### config.mk
export PLATFORM = sky130hd
export DESIGN_NAME = reset_supervisor_flat
export DESIGN_NICKNAME = d
export VERILOG_FILES = /design/src/rtl/reset_sup_pkg.sv /design/src/rtl/reset_supervisor_if.sv /design/src/rtl/sync_bit.sv /design/src/rtl/reset_supervisor.sv /design/src/flat_wrapper.sv
export SDC_FILE = /design/constraint.sdc
export NUM_CORES = 1
export LEC_CHECK = 0
export BUFFER_PORTS_ARGS = -buffer_cell sky130_fd_sc_hd__buf_4
export CAP_MARGIN = 0
export CORE_MARGIN = 4
export CORE_UTILIZATION = 45
export CTS_CLUSTER_DIAMETER = 200
export CTS_CLUSTER_SIZE = 40
export DETAILED_ROUTE_END_ITERATION = 8
export GPL_ROUTABILITY_DRIVEN = 0
export MAX_ROUTING_LAYER = met4
export PLACE_DENSITY_LB_ADDON = 0.2
export SLEW_MARGIN = 20
export SYNTH_ARGS = -nofsm -noshare
export SYNTH_HDL_FRONTEND = slang
export SYNTH_SLANG_ARGS = --single-unit
### constraint.sdc
create_clock -name clk40 -period 4.45 [get_ports clk40]
set_input_delay 0.2225 -clock clk40 [delete_from_list [all_inputs] [get_ports clk40]]
set_output_delay 0.2225 -clock clk40 [all_outputs]
set_load 0.005 [all_outputs]
### src/rtl/reset_sup_pkg.sv
// Shared types and defaults for the reset supervisor: FSM state encoding,
// counter widths, default timing constants and a small state helper.
package reset_sup_pkg;

  typedef enum logic [3:0] {
    BOOT         = 4'd0,
    TRIG_FULL    = 4'd1,
    WAIT_DRST_HI = 4'd2,
    WAIT_DRST_LO = 4'd3,
    TRIG_IDLY    = 4'd4,
    WAIT_IRST_HI = 4'd5,
    WAIT_IRST_LO = 4'd6,
    CHECK        = 4'd7,
    READY        = 4'd8,
    FAIL         = 4'd9
  } state_t;

  localparam int TMO_W = 24;
  localparam int CHK_W = 16;

  // 225 ms and 100 us at 40 MHz.
  localparam logic [TMO_W-1:0] TIMEOUT_CYCLES_DEF = 24'd9_000_000;
  localparam logic [CHK_W-1:0] CHECK_CYCLES_DEF   = 16'd4000;
  localparam int               MAX_RETRIES_DEF    = 3;
  localparam int               LOSS_FILTER_DEF    = 8;

  // READY and FAIL are the only states in which no sequence is running.
  function automatic logic is_idle(input state_t st);
    return (st == READY) || (st == FAIL);
  endfunction

endpackage

### src/rtl/reset_supervisor_if.sv
// Trigger/feedback handshake between the supervisor (master) and reset_ctrl
// (slave). Triggers are single-cycle pulses; feedback is clk40-synchronous.
interface reset_supervisor_if;
  logic full_rst_trig;
  logic idelay_rst_trig;
  logic dcm_rst;
  logic idelay_rst;

  modport master (
    output full_rst_trig,
    output idelay_rst_trig,
    input  dcm_rst,
    input  idelay_rst
  );

  modport slave (
    input  full_rst_trig,
    input  idelay_rst_trig,
    output dcm_rst,
    output idelay_rst
  );
endinterface

### src/rtl/sync_bit.sv
// Two-flop synchronizer for a single asynchronous level into clk40.
module sync_bit (
  input  logic clk40,
  input  logic rst_n,
  input  logic d,
  output logic q
);

  logic meta_r;
  logic q_r;

  // Two-stage capture to settle metastability before the level is used.
  always_ff @(posedge clk40 or negedge rst_n) begin
    if (!rst_n) begin
      meta_r <= 1'b0;
      q_r    <= 1'b0;
    end else begin
      meta_r <= d;
      q_r    <= meta_r;
    end
  end

  assign q = q_r;

endmodule

### src/rtl/reset_supervisor.sv
// Reset supervisor: fires full/idelay triggers at reset_ctrl, follows the
// returned dcm_rst/idelay_rst waveforms, verifies DCM lock and IDELAYCTRL
// ready, retries on error and reports status to the host.
// Build option: RESET_SUPERVISOR_AUTO_RELOCK_EN -- when defined, lock loss in
// READY starts a full reset automatically; otherwise it moves to FAIL.
module reset_supervisor
  import reset_sup_pkg::*;
#(
  parameter logic [TMO_W-1:0] TIMEOUT_CYCLES = TIMEOUT_CYCLES_DEF,
  parameter logic [CHK_W-1:0] CHECK_CYCLES   = CHECK_CYCLES_DEF,
  parameter int               MAX_RETRIES    = MAX_RETRIES_DEF,
  parameter int               LOSS_FILTER    = LOSS_FILTER_DEF
) (
  input  logic                      clk40,
  input  logic                      rst_n,
  input  logic                      host_full_req,
  input  logic                      host_idelay_req,
  input  logic                      dcm_locked,
  input  logic                      idelayctrl_rdy,
  reset_supervisor_if.master        rc,
  output logic                      busy,
  output logic                      ready,
  output logic                      fail,
  output logic [1:0]                retry_cnt,
  output logic                      req_dropped
);

  localparam int               LOSS_W    = $clog2(LOSS_FILTER + 1);
  localparam logic [LOSS_W-1:0] LOSS_LAST = LOSS_W'(LOSS_FILTER - 1);
  localparam logic [1:0]        RETRY_MAX = 2'(MAX_RETRIES);

  logic             full_sync_s;
  logic             idly_sync_s;
  logic             locked_sync_s;
  logic             rdy_sync_s;
  logic             full_prev_r;
  logic             idly_prev_r;
  logic             edge_full_s;
  logic             edge_idly_s;

  state_t           state_r;
  state_t           state_next_s;
  logic [TMO_W-1:0] tmo_cnt_r;
  logic [CHK_W-1:0] chk_cnt_r;
  logic [LOSS_W-1:0] loss_cnt_r;
  logic             tmo_hit_s;
  logic             chk_hit_s;
  logic             lock_loss_s;
  logic             seq_err_s;

  logic             fail_r;
  logic             fail_next_s;
  logic [1:0]       retry_r;
  logic [1:0]       retry_next_s;
  logic             dropped_r;
  logic             dropped_next_s;
  logic             busy_r;
  logic             ready_r;
  logic             full_trig_r;
  logic             idly_trig_r;

  sync_bit u_sync_full   (.clk40(clk40), .rst_n(rst_n), .d(host_full_req),   .q(full_sync_s));
  sync_bit u_sync_idly   (.clk40(clk40), .rst_n(rst_n), .d(host_idelay_req), .q(idly_sync_s));
  sync_bit u_sync_locked (.clk40(clk40), .rst_n(rst_n), .d(dcm_locked),      .q(locked_sync_s));
  sync_bit u_sync_rdy    (.clk40(clk40), .rst_n(rst_n), .d(idelayctrl_rdy),  .q(rdy_sync_s));

  // Delay the synchronized host levels by one cycle for rising-edge detection.
  always_ff @(posedge clk40 or negedge rst_n) begin
    if (!rst_n) begin
      full_prev_r <= 1'b0;
      idly_prev_r <= 1'b0;
    end else begin
      full_prev_r <= full_sync_s;
      idly_prev_r <= idly_sync_s;
    end
  end

  assign edge_full_s = full_sync_s & ~full_prev_r;
  assign edge_idly_s = idly_sync_s & ~idly_prev_r;

  assign tmo_hit_s   = (tmo_cnt_r == (TIMEOUT_CYCLES - 24'd1));
  assign chk_hit_s   = (chk_cnt_r == (CHECK_CYCLES - 16'd1));
  assign lock_loss_s = (state_r == READY) && !locked_sync_s && (loss_cnt_r == LOSS_LAST);

  // State timers restart on every state change and count while a state holds.
  always_ff @(posedge clk40 or negedge rst_n) begin
    if (!rst_n) begin
      tmo_cnt_r <= {TMO_W{1'b0}};
      chk_cnt_r <= {CHK_W{1'b0}};
    end else if (state_next_s != state_r) begin
      tmo_cnt_r <= {TMO_W{1'b0}};
      chk_cnt_r <= {CHK_W{1'b0}};
    end else begin
      if (!tmo_hit_s) begin
        tmo_cnt_r <= tmo_cnt_r + 24'd1;
      end
      if (!chk_hit_s) begin
        chk_cnt_r <= chk_cnt_r + 16'd1;
      end
    end
  end

  // Count consecutive low cycles of the synchronized lock while in READY.
  always_ff @(posedge clk40 or negedge rst_n) begin
    if (!rst_n) begin
      loss_cnt_r <= {LOSS_W{1'b0}};
    end else if ((state_r != READY) || locked_sync_s) begin
      loss_cnt_r <= {LOSS_W{1'b0}};
    end else if (loss_cnt_r != LOSS_LAST) begin
      loss_cnt_r <= loss_cnt_r + LOSS_W'(1);
    end
  end

  // Next-state, sticky status and retry bookkeeping.
  always_comb begin
    state_next_s   = state_r;
    fail_next_s    = fail_r;
    retry_next_s   = retry_r;
    dropped_next_s = dropped_r;
    seq_err_s      = 1'b0;

    case (state_r)
      BOOT:      state_next_s = TRIG_FULL;
      TRIG_FULL: state_next_s = WAIT_DRST_HI;
      TRIG_IDLY: state_next_s = WAIT_IRST_HI;
      WAIT_DRST_HI: begin
        if (rc.dcm_rst)      state_next_s = WAIT_DRST_LO;
        else if (tmo_hit_s)  seq_err_s    = 1'b1;
        else                 state_next_s = state_r;
      end
      WAIT_DRST_LO: begin
        if (!rc.dcm_rst)     state_next_s = WAIT_IRST_HI;
        else if (tmo_hit_s)  seq_err_s    = 1'b1;
        else                 state_next_s = state_r;
      end
      WAIT_IRST_HI: begin
        if (rc.idelay_rst)   state_next_s = WAIT_IRST_LO;
        else if (tmo_hit_s)  seq_err_s    = 1'b1;
        else                 state_next_s = state_r;
      end
      WAIT_IRST_LO: begin
        if (!rc.idelay_rst)  state_next_s = CHECK;
        else if (tmo_hit_s)  seq_err_s    = 1'b1;
        else                 state_next_s = state_r;
      end
      CHECK: begin
        if (locked_sync_s && rdy_sync_s) state_next_s = READY;
        else if (chk_hit_s)              seq_err_s    = 1'b1;
        else                             state_next_s = state_r;
      end
      READY, FAIL: state_next_s = state_r;
      default:     state_next_s = BOOT;
    endcase

    if (is_idle(state_r)) begin
      if (edge_full_s || edge_idly_s) begin
        // Accepted request; coincident lock loss folds into one full reset.
        retry_next_s   = 2'd0;
        fail_next_s    = 1'b0;
        dropped_next_s = 1'b0;
        if (edge_full_s || lock_loss_s) state_next_s = TRIG_FULL;
        else                            state_next_s = TRIG_IDLY;
      end else if (lock_loss_s) begin
`ifdef RESET_SUPERVISOR_AUTO_RELOCK_EN
        retry_next_s = 2'd0;
        state_next_s = TRIG_FULL;
`else
        fail_next_s  = 1'b1;
        state_next_s = FAIL;
`endif
      end else begin
        state_next_s = state_r;
      end
    end else begin
      if (seq_err_s) begin
        // An idelay-only sequence that errors also escalates to a full reset.
        if (retry_r < RETRY_MAX) begin
          retry_next_s = retry_r + 2'd1;
          state_next_s = TRIG_FULL;
        end else begin
          fail_next_s  = 1'b1;
          state_next_s = FAIL;
        end
      end else begin
        retry_next_s = retry_r;
      end
      if (edge_full_s || edge_idly_s) dropped_next_s = 1'b1;
      else                            dropped_next_s = dropped_r;
    end
  end

  // State register and registered outputs aligned with the state they describe.
  always_ff @(posedge clk40 or negedge rst_n) begin
    if (!rst_n) begin
      state_r     <= BOOT;
      fail_r      <= 1'b0;
      retry_r     <= 2'd0;
      dropped_r   <= 1'b0;
      busy_r      <= 1'b0;
      ready_r     <= 1'b0;
      full_trig_r <= 1'b0;
      idly_trig_r <= 1'b0;
    end else begin
      state_r     <= state_next_s;
      fail_r      <= fail_next_s;
      retry_r     <= retry_next_s;
      dropped_r   <= dropped_next_s;
      busy_r      <= !is_idle(state_next_s);
      ready_r     <= (state_next_s == READY);
      full_trig_r <= (state_next_s == TRIG_FULL);
      idly_trig_r <= (state_next_s == TRIG_IDLY);
    end
  end

  assign rc.full_rst_trig   = full_trig_r;
  assign rc.idelay_rst_trig = idly_trig_r;
  assign busy               = busy_r;
  assign ready              = ready_r;
  assign fail               = fail_r;
  assign retry_cnt          = retry_r;
  assign req_dropped        = dropped_r;

endmodule

### src/flat_wrapper.sv
// flat-port wrapper written by rule: the top's interface ports become plain ports
module reset_supervisor_flat import reset_sup_pkg::*;
#(
  parameter logic [TMO_W-1:0] TIMEOUT_CYCLES = TIMEOUT_CYCLES_DEF,
  parameter logic [CHK_W-1:0] CHECK_CYCLES   = CHECK_CYCLES_DEF,
  parameter int               MAX_RETRIES    = MAX_RETRIES_DEF,
  parameter int               LOSS_FILTER    = LOSS_FILTER_DEF
)
  (clk40, rst_n, host_full_req, host_idelay_req, dcm_locked, idelayctrl_rdy, busy, ready, fail, retry_cnt, req_dropped, rc_full_rst_trig, rc_idelay_rst_trig, rc_dcm_rst, rc_idelay_rst);
  reset_supervisor_if rc_i ();
  input  logic clk40;
  input  logic rst_n;
  input  logic host_full_req;
  input  logic host_idelay_req;
  input  logic dcm_locked;
  input  logic idelayctrl_rdy;
  output logic busy;
  output logic ready;
  output logic fail;
  output logic [1:0] retry_cnt;
  output logic req_dropped;
  output wire logic [$bits(rc_i.full_rst_trig)-1:0] rc_full_rst_trig;
  output wire logic [$bits(rc_i.idelay_rst_trig)-1:0] rc_idelay_rst_trig;
  input wire logic [$bits(rc_i.dcm_rst)-1:0] rc_dcm_rst;
  input wire logic [$bits(rc_i.idelay_rst)-1:0] rc_idelay_rst;
  assign rc_full_rst_trig = rc_i.full_rst_trig;
  assign rc_idelay_rst_trig = rc_i.idelay_rst_trig;
  assign rc_i.dcm_rst = rc_dcm_rst;
  assign rc_i.idelay_rst = rc_idelay_rst;
  reset_supervisor #(.TIMEOUT_CYCLES(TIMEOUT_CYCLES), .CHECK_CYCLES(CHECK_CYCLES), .MAX_RETRIES(MAX_RETRIES), .LOSS_FILTER(LOSS_FILTER)) u_core (.clk40(clk40), .rst_n(rst_n), .host_full_req(host_full_req), .host_idelay_req(host_idelay_req), .dcm_locked(dcm_locked), .idelayctrl_rdy(idelayctrl_rdy), .rc(rc_i), .busy(busy), .ready(ready), .fail(fail), .retry_cnt(retry_cnt), .req_dropped(req_dropped));
endmodule
==> results of run 1 <==
[cell families after synthesis]
logic type	synth area share, %
mux	1.19
flops	49.2
fa+ha+maj	1.49
simple gates	26.6
buf+inv	3.43
xor+xnor	9.92
compound gates	8.09
[Yosys cell counts (all sizes together) (2+ instances only)]
cell type  instances
o211ai             2
nand3             18
or3                3
and2               2
xor2              14
nor4b              5
nor2b              3
nor2              20
inv                9
nand2             22
o21ai              5
and4               3
or4                3
o2bb2ai            2
and3               5
xnor2             24
dfrtp             66
o311a              2
nand2b             5
a21oi             12
nor4              11
clkbuf            16
ha                 4
or3b               2
o2111ai            2
nand4              9
buf                4
nor3              47
nor4bb             2
or2                2
mux2i              4
o22ai              2
[sequential cells by signal, indices dropped and copies added, names as in the netlist, 2 cells and up]
| signal | count |
|---|---|
| u_core.retry_cnt | 2 |
| u_core.chk_cnt_r | 16 |
| u_core.loss_cnt_r | 4 |
| u_core.state_r | 4 |
| u_core.tmo_cnt_r | 24 |
[power by group through the flow]
stage / Clock (mW) / Combinational [mW] / Sequential (mW)
5_1_grt: 0.591 / 0.577 / 0.700
3_5_place_dp: 0 / 0.504 / 0.705
3_3_place_gp: 0 / 0.495 / 0.704
6_report: 0.543 / 0.518 / 0.696
4_1_cts: 0.558 / 0.510 / 0.693
2_1_floorplan: 0 / 0.395 / 0.664
[cells in the final DEF, fill, tap and decap left out, types with 10 or more instances in the layout]
| master | instances |
|---|---|
| nor4_1 | 10 |
| nand3_1 | 18 |
| nor3_1 | 47 |
| xnor2_1 | 24 |
| dfrtp_1 | 66 |
| buf_4 | 22 |
| xor2_1 | 14 |
| a21oi_1 | 12 |
| nor2_1 | 20 |
| nand2_1 | 22 |
[area by class of cell]
cell class              count  area, um^2  area share (%)
clock buffers               9         124            3.23
clock inverters             7        93.8            2.45
well taps                  99         124            3.23
multi-input cells         250        1600            41.8
flip-flops and latches     66        1650            43.1
repair buffers             26         205            5.35
inverters                   9        33.8           0.881
[routing by layer]
| layer | share of wire (%) | track usage [%] |
|---|---|---|
| met2 | 45 | 24.8 |
| met5 | 0 | - |
| met4 | 1.1 | 6.50 |
| met3 | 3.8 | 3.35 |
| met1 | 50 | 23.2 |
[metrics by stage]
stage | utilization [%] | std cells
after floorplan | - | 345
after global placement | 49.2 | 446
after detailed placement | 49.2 | 446
after CTS | 52.8 | 466
after global routing | 52.9 | 466
final | 52.9 | 466
[worst max-delay path: cells and delay by family (launching register included)]
kind	cells	cell delay, ns
buffers and inverters	1	0.31
flip-flops	1	0.41
AO/OA/AOI/OAI	3	1.59
AND/OR/NAND/NOR	3	1.11
[final timing paths]
| path | from | end | slack [ns] | cells after the start |
|---|---|---|---|---|
| worst min register to register | u_core.u_sync_rdy.meta_r$_DFF_PN0_ | u_core.u_sync_rdy.q$_DFF_PN0_ | 0.35 | 0 |
| worst max register to register | u_core.tmo_cnt_r[6]$_DFFE_PN0P_ | u_core.chk_cnt_r[11]$_DFFE_PN0P_ | 0.92 | 7 |
| worst max-delay path | u_core.tmo_cnt_r[6]$_DFFE_PN0P_ | u_core.chk_cnt_r[11]$_DFFE_PN0P_ | 0.92 | 7 |
| min in group clk40 | u_core.u_sync_rdy.meta_r$_DFF_PN0_ | u_core.u_sync_rdy.q$_DFF_PN0_ | 0.35 | 0 |
| max in group asynchronous | rst_n | u_core.tmo_cnt_r[12]$_DFFE_PN0P_ | 3.95 | 1 |
| worst min-delay path | rst_n | u_core.loss_cnt_r[2]$_DFFE_PN0N_ | -0.03 | 1 |
==> summary.txt, run 1 <==
Status
  – Status: finished, violations left
  – Failing checks: hold timing

Logic synthesis
  – Ranking of synthesized cells by area: dfrtp_1 (49%), nor3_1 (7.0%), xnor2_1 (6.3%), xor2_1 (3.7%), nand3_1 (2.7%)
  – Share of flip-flops with an asynchronous set or reset: 100%
  – Synth warn: 0
  – Leading area contributor after synthesis: dfrtp_1
  – Number of synthesized flops with an enable pin: 0
  – Syn Inst Count: 345
  – Yosys cell types: 49
  – Post-Syn Area: 3350 um^2
  – Seq cells post-synth: 66
  – Mean Syn Cell Area: 9.72 um^2
  – Post-synth top area share: 49.2%
  – Predominant post-synthesis flop cell: dfrtp_1
  – Syn Nets: 357
  – Register area share after synthesis: 49.2%

Global routing
  – Vias in the first global route: 2,426
  – GRT Total Usage: 16.9%
  – Largest net degree at the start of global routing: 67
  – First-pass GRT wire length: 11.6 mm
  – Total gr overflow: 0
  – Antenna violations before repair: 0

CTS
  – CTS tree: built
  – Num CTS Buffers: 9
  – PostCTS Resize Cnt: 0
  – Post-CTS Setup Repair Bufs: 0
  – Worst-skew pair later-pin latency: 0.33 ns
  – Hold_buf cts: 4
  – Clock root buffer: clkbuf_8
  – Clock buffer depth: 2
  – H-Tree Depth: 3
  – Clock slew at the register clock pins of the worst setup and hold paths: 0.07 ns
  – Clock sink total: 66

Flow run
  – Max-cap violation count: 0

Placement
  – Post-DP Area: 3570 um^2
  – PortBufs: 15
  – Post-DP HPWL: 4.40 mm
  – Pre-CTS setup slack: 0.913 ns

Routing
  – Vias: 2,584
  – Drt total wl: 6.60 mm
  – Vias per inst: 5.55
  – DRC viols: 0
  – Pre-antenna DRT Iters: 4
  – Drt first-iter violations: 158
  – DR WL/cell: 14.2 um
  – ANT nets after route: 0

Floorplan
  – Initial core utilization: 46.2%
  – Die area: 8900 um^2
  – Placement row count: 31
  – Die Height: 94.3 um
  – Io pins: 16
  – Die Span X: 94.3 um
  – Placeable Area: 7250 um^2

Timing
  – TNS Setup: 0 ns
  – Hold Vio Cnt, Final: 29
  – Hold_ws: -0.0261 ns
  – Post-route setup slack: 0.924 ns
  – Worst-Margin Slew: 0.807 ns
  – Fin. max-slew vios: 0
  – RSZ-0062 raised after global routing: false
  – F_max: 0.284 GHz
  – Final setup violation count: 0
  – Setup Skew: 0.00904 ns
  – Max_slew headroom: 46.2%
  – Min cycle time layout: 3.53 ns
  – Final Cycle Share: 79.2%

Power
  – Comb pwr share: 29.5%
  – Cell Int Power: 1.11 mW
  – Sw Ratio: 36.6%
  – Net Sw Power: 0.643 mW
  – Clock share of power: 30.9%
  – Power, Total: 1.76 mW
  – Seq pwr share: 39.6%
  – Power Dens Cells: 458 nW/um^2
  – VDD IR max: 0.199 mV
  – Leakage: 1.50 nW

Layout
  – Area Growth Syn to Fin: 14.3%
  – N_diodes: 0
  – Final Instance Area: 3830 um^2
  – Layout cells sized above 1: 12.3%
  – Layout net count: 374
  – # fillers: 670

Setup path
  – Crit path arrival time: 3.78 ns
  – CP required: 4.70 ns
  – Worst setup EP type: flip-flop
  – Max FO, Critical Path: 23
  – Cell Chain, Critical Path: or4_1 -> nor4_1 -> o2111ai_1 -> a211o_1 -> a2111o_1 -> buf_4 -> nor3_1
  – Slowest stage delay, CP: 0.74 ns
  – Slowest CP cell: a2111o_1
  – Critical path launch point type: flip-flop
  – Setup CP Type: reg -> reg

Worst hold path
  – Worst min-delay path category: in -> async
No activity file was read; power rests on OpenSTA's default activity.
==> run 2, diff against run 1 <==
clock period = 3.3 ns   (was 4.45 ns; I/O delays follow)
==> run 2 against run 1 <==
  * The run now ends clean
  * Critical path depth unchanged
  * Die area unchanged
  * Non-clock buffer count up 1
  * Final cell count unchanged
  * Clock power up 18%
  * Wire length up 3.1%
  * Via count down 0.70%
  * Clock-buffer cell count up 5
  * Final area down 0.65%
  * Core utilization down 0.35 points
  * Critical endpoint is now u_core.tmo_cnt_r[2]$_DFFE_PN0P_
==> summary.txt, run 2 (same netlist as run 1, synthesis figures left out) <==
Routing
  – DR WL/cell: 14.6 um
  – Vias: 2,566
  – Drt total wl: 6.80 mm
  – Pre-antenna DRT Iters: 4
  – ANT nets after route: 0
  – Vias per inst: 5.51
  – DRC viols: 0
  – Drt first-iter violations: 83

Global routing
  – Total gr overflow: 0
  – GRT Total Usage: 17.9%
  – Vias in the first global route: 2,622
  – First-pass GRT wire length: 12.1 mm
  – Antenna violations before repair: 0
  – Largest net degree at the start of global routing: 67

Setup path
  – Cell Chain, Critical Path: or4_1 -> or4_1 -> a22o_1 -> and3_1 -> a2111o_1 -> buf_4 -> nor4_2
  – Most Frequent Cell on Critical Path: or4_1
  – RR Endpoint: u_core.tmo_cnt_r[2]$_DFFE_PN0P_
  – Worst setup EP type: flip-flop
  – R2R depth: 7
  – Setup CP Type: reg -> reg
  – Slowest stage delay, CP: 0.62 ns
  – Critical path launch point type: flip-flop
  – Worst reg-to-reg setup slack: 0.27 ns
  – Crit path arrival time: 3.28 ns
  – CP required: 3.56 ns
  – Reg-to-Reg Start: u_core.chk_cnt_r[6]$_DFFE_PN0P_
  – Max FO, Critical Path: 40
  – Slowest CP cell: or4_1

Power
  – Seq pwr share: 41.6%
  – Power, Total: 2.24 mW
  – Power Dens Cells: 589 nW/um^2
  – Comb pwr share: 29.7%
  – Sw Ratio: 37.2%
  – Cell Int Power: 1.41 mW
  – Clock share of power: 28.7%
  – VDD IR max: 0.349 mV
  – Leakage: 1.49 nW
  – Net Sw Power: 0.835 mW

Worst hold path
  – Worst Hold Path EP: u_core.u_sync_full.q$_DFF_PN0_
  – Worst min-delay path category: reg -> reg
  – Hold depth: 0
  – HP Start: u_core.u_sync_full.meta_r$_DFF_PN0_

Floorplan
  – Io pins: 16
  – Die Height: 94.3 um
  – Initial core utilization: 46.2%
  – Placement row count: 31
  – Die area: 8900 um^2
  – Die Span X: 94.3 um
  – Placeable Area: 7250 um^2

CTS
  – Num CTS Buffers: 9
  – Post-CTS Setup Repair Bufs: 0
  – Hold_buf cts: 5
  – PostCTS Resize Cnt: 0
  – Clock buffer depth: 2
  – Clock slew at the register clock pins of the worst setup and hold paths: 0.07 ns
  – Clock root buffer: clkbuf_8
  – H-Tree Depth: 3
  – Worst-skew pair later-pin latency: 0.34 ns
  – CTS tree: built
  – Clock sink total: 66

Layout
  – Top flop regs: u_core.tmo_cnt_r x24, u_core.chk_cnt_r x16
  – Max reg flops: 24
  – Area Growth Syn to Fin: 13.5%
  – Layout net count: 375
  – Leading cell types in the layout, fill and taps excluded: dfrtp_1 (66), nor3_1 (47), xnor2_1 (24), nand2_1 (22), buf_4 (22)
  – Largest reg by FF count: u_core.tmo_cnt_r
  – Commonest non-fill, non-tap cell in the layout: dfrtp_1
  – N_diodes: 0
  – Layout cells sized above 1: 11.7%

Placement
  – Post-DP HPWL: 4.40 mm
  – PortBufs: 15

Flow run
  – Max-cap violation count: 0

Timing
  – Max_slew headroom: 45.5%
  – Final Cycle Share: 91.8%
  – Hold Vio Cnt, Final: 0
  – Worst-Margin Slew: 0.817 ns
  – Final setup violation count: 0
  – Fin. max-slew vios: 0
  – Min cycle time layout: 3.03 ns
  – RSZ-0062 raised after global routing: false
  – Setup Skew: 0.00992 ns
  – TNS Setup: 0 ns
  – F_max: 0.330 GHz

Status
  – Status: finished clean
run 2: cell count changes in the layout (fill, tap and decap cells not counted), sizes merged:
cell	before	now
clkbuf	9	14
clkinvlp	2	1
clkinv	3	0
bufinv	2	0
dlygate4sd3	4	5
run 2: how the worst max path moves through the flow:
stage / slack, ns / start / end / depth (start not counted)
final: 0.27 / u_core.chk_cnt_r[6]$_DFFE_PN0P_ / u_core.tmo_cnt_r[2]$_DFFE_PN0P_ / 7
after global routing: 0.13 / u_core.chk_cnt_r[0]$_DFFE_PN0P_ / u_core.tmo_cnt_r[2]$_DFFE_PN0P_ / 8
after CTS: 0.27 / u_core.chk_cnt_r[6]$_DFFE_PN0P_ / u_core.tmo_cnt_r[2]$_DFFE_PN0P_ / 7
after detailed placement: 0.31 / u_core.chk_cnt_r[5]$_DFFE_PN0P_ / u_core.tmo_cnt_r[2]$_DFFE_PN0P_ / 7
after global placement: 0.36 / u_core.chk_cnt_r[5]$_DFFE_PN0P_ / u_core.tmo_cnt_r[2]$_DFFE_PN0P_ / 7
after floorplan: 0.51 / u_core.chk_cnt_r[5]$_DFFE_PN0P_ / u_core.tmo_cnt_r[2]$_DFFE_PN0P_ / 8
run 2: layer usage:
metal	up-vias	global-route usage, %	share of wire (%)
met5	-	-	0
met4	0	5.42	1.3
met3	9	5.26	3.6
met2	35	27.5	45
met1	1233	23.1	50
li1	1289	-	-
run 2: through the flow:
| step | hold WS [ns] | util (%) | cell area (um^2) | setup WS [ns] | std cells |
|---|---|---|---|---|---|
| 2_1_floorplan | -0.131 | - | 3350 | 0.513 | 345 |
| 3_3_place_gp | 0.275 | 49.2 | 3570 | 0.356 | 446 |
| 3_5_place_dp | 0.276 | 49.2 | 3570 | 0.313 | 446 |
| 4_1_cts | 0.351 | 52.5 | 3810 | 0.271 | 466 |
| 5_1_grt | 0.359 | 52.5 | 3810 | 0.128 | 466 |
| 6_report | 0.346 | 52.5 | 3810 | 0.272 | 466 |
run 2: layout make-up:
class	instances	area, um^2
Tap cell	99	124
Clock buffer	14	183
Clock inverter	1	7.51
Sequential cell	66	1650
Timing Repair Buffer	27	215
Inverter	9	33.8
Fill cell	662	3440
Multi-Input combinational cell	250	1590
run 2: power by group through the flow:
stage          sequential (mW)  combinational [mW]  clock, mW
6_report                 0.934               0.667      0.643
2_1_floorplan            0.896               0.532          0
5_1_grt                  0.943               0.741      0.712
3_3_place_gp             0.945               0.668          0
3_5_place_dp             0.944               0.660          0
4_1_cts                  0.932               0.667      0.674
run 2: critical path: cells and delay by family (launching register included):
kind | cells | cell delay (ns)
and+or+nand+nor | 4 | 1.61
AOI/OAI and AO/OA | 2 | 0.63
DFF | 1 | 0.42
buffers and inverters | 1 | 0.27
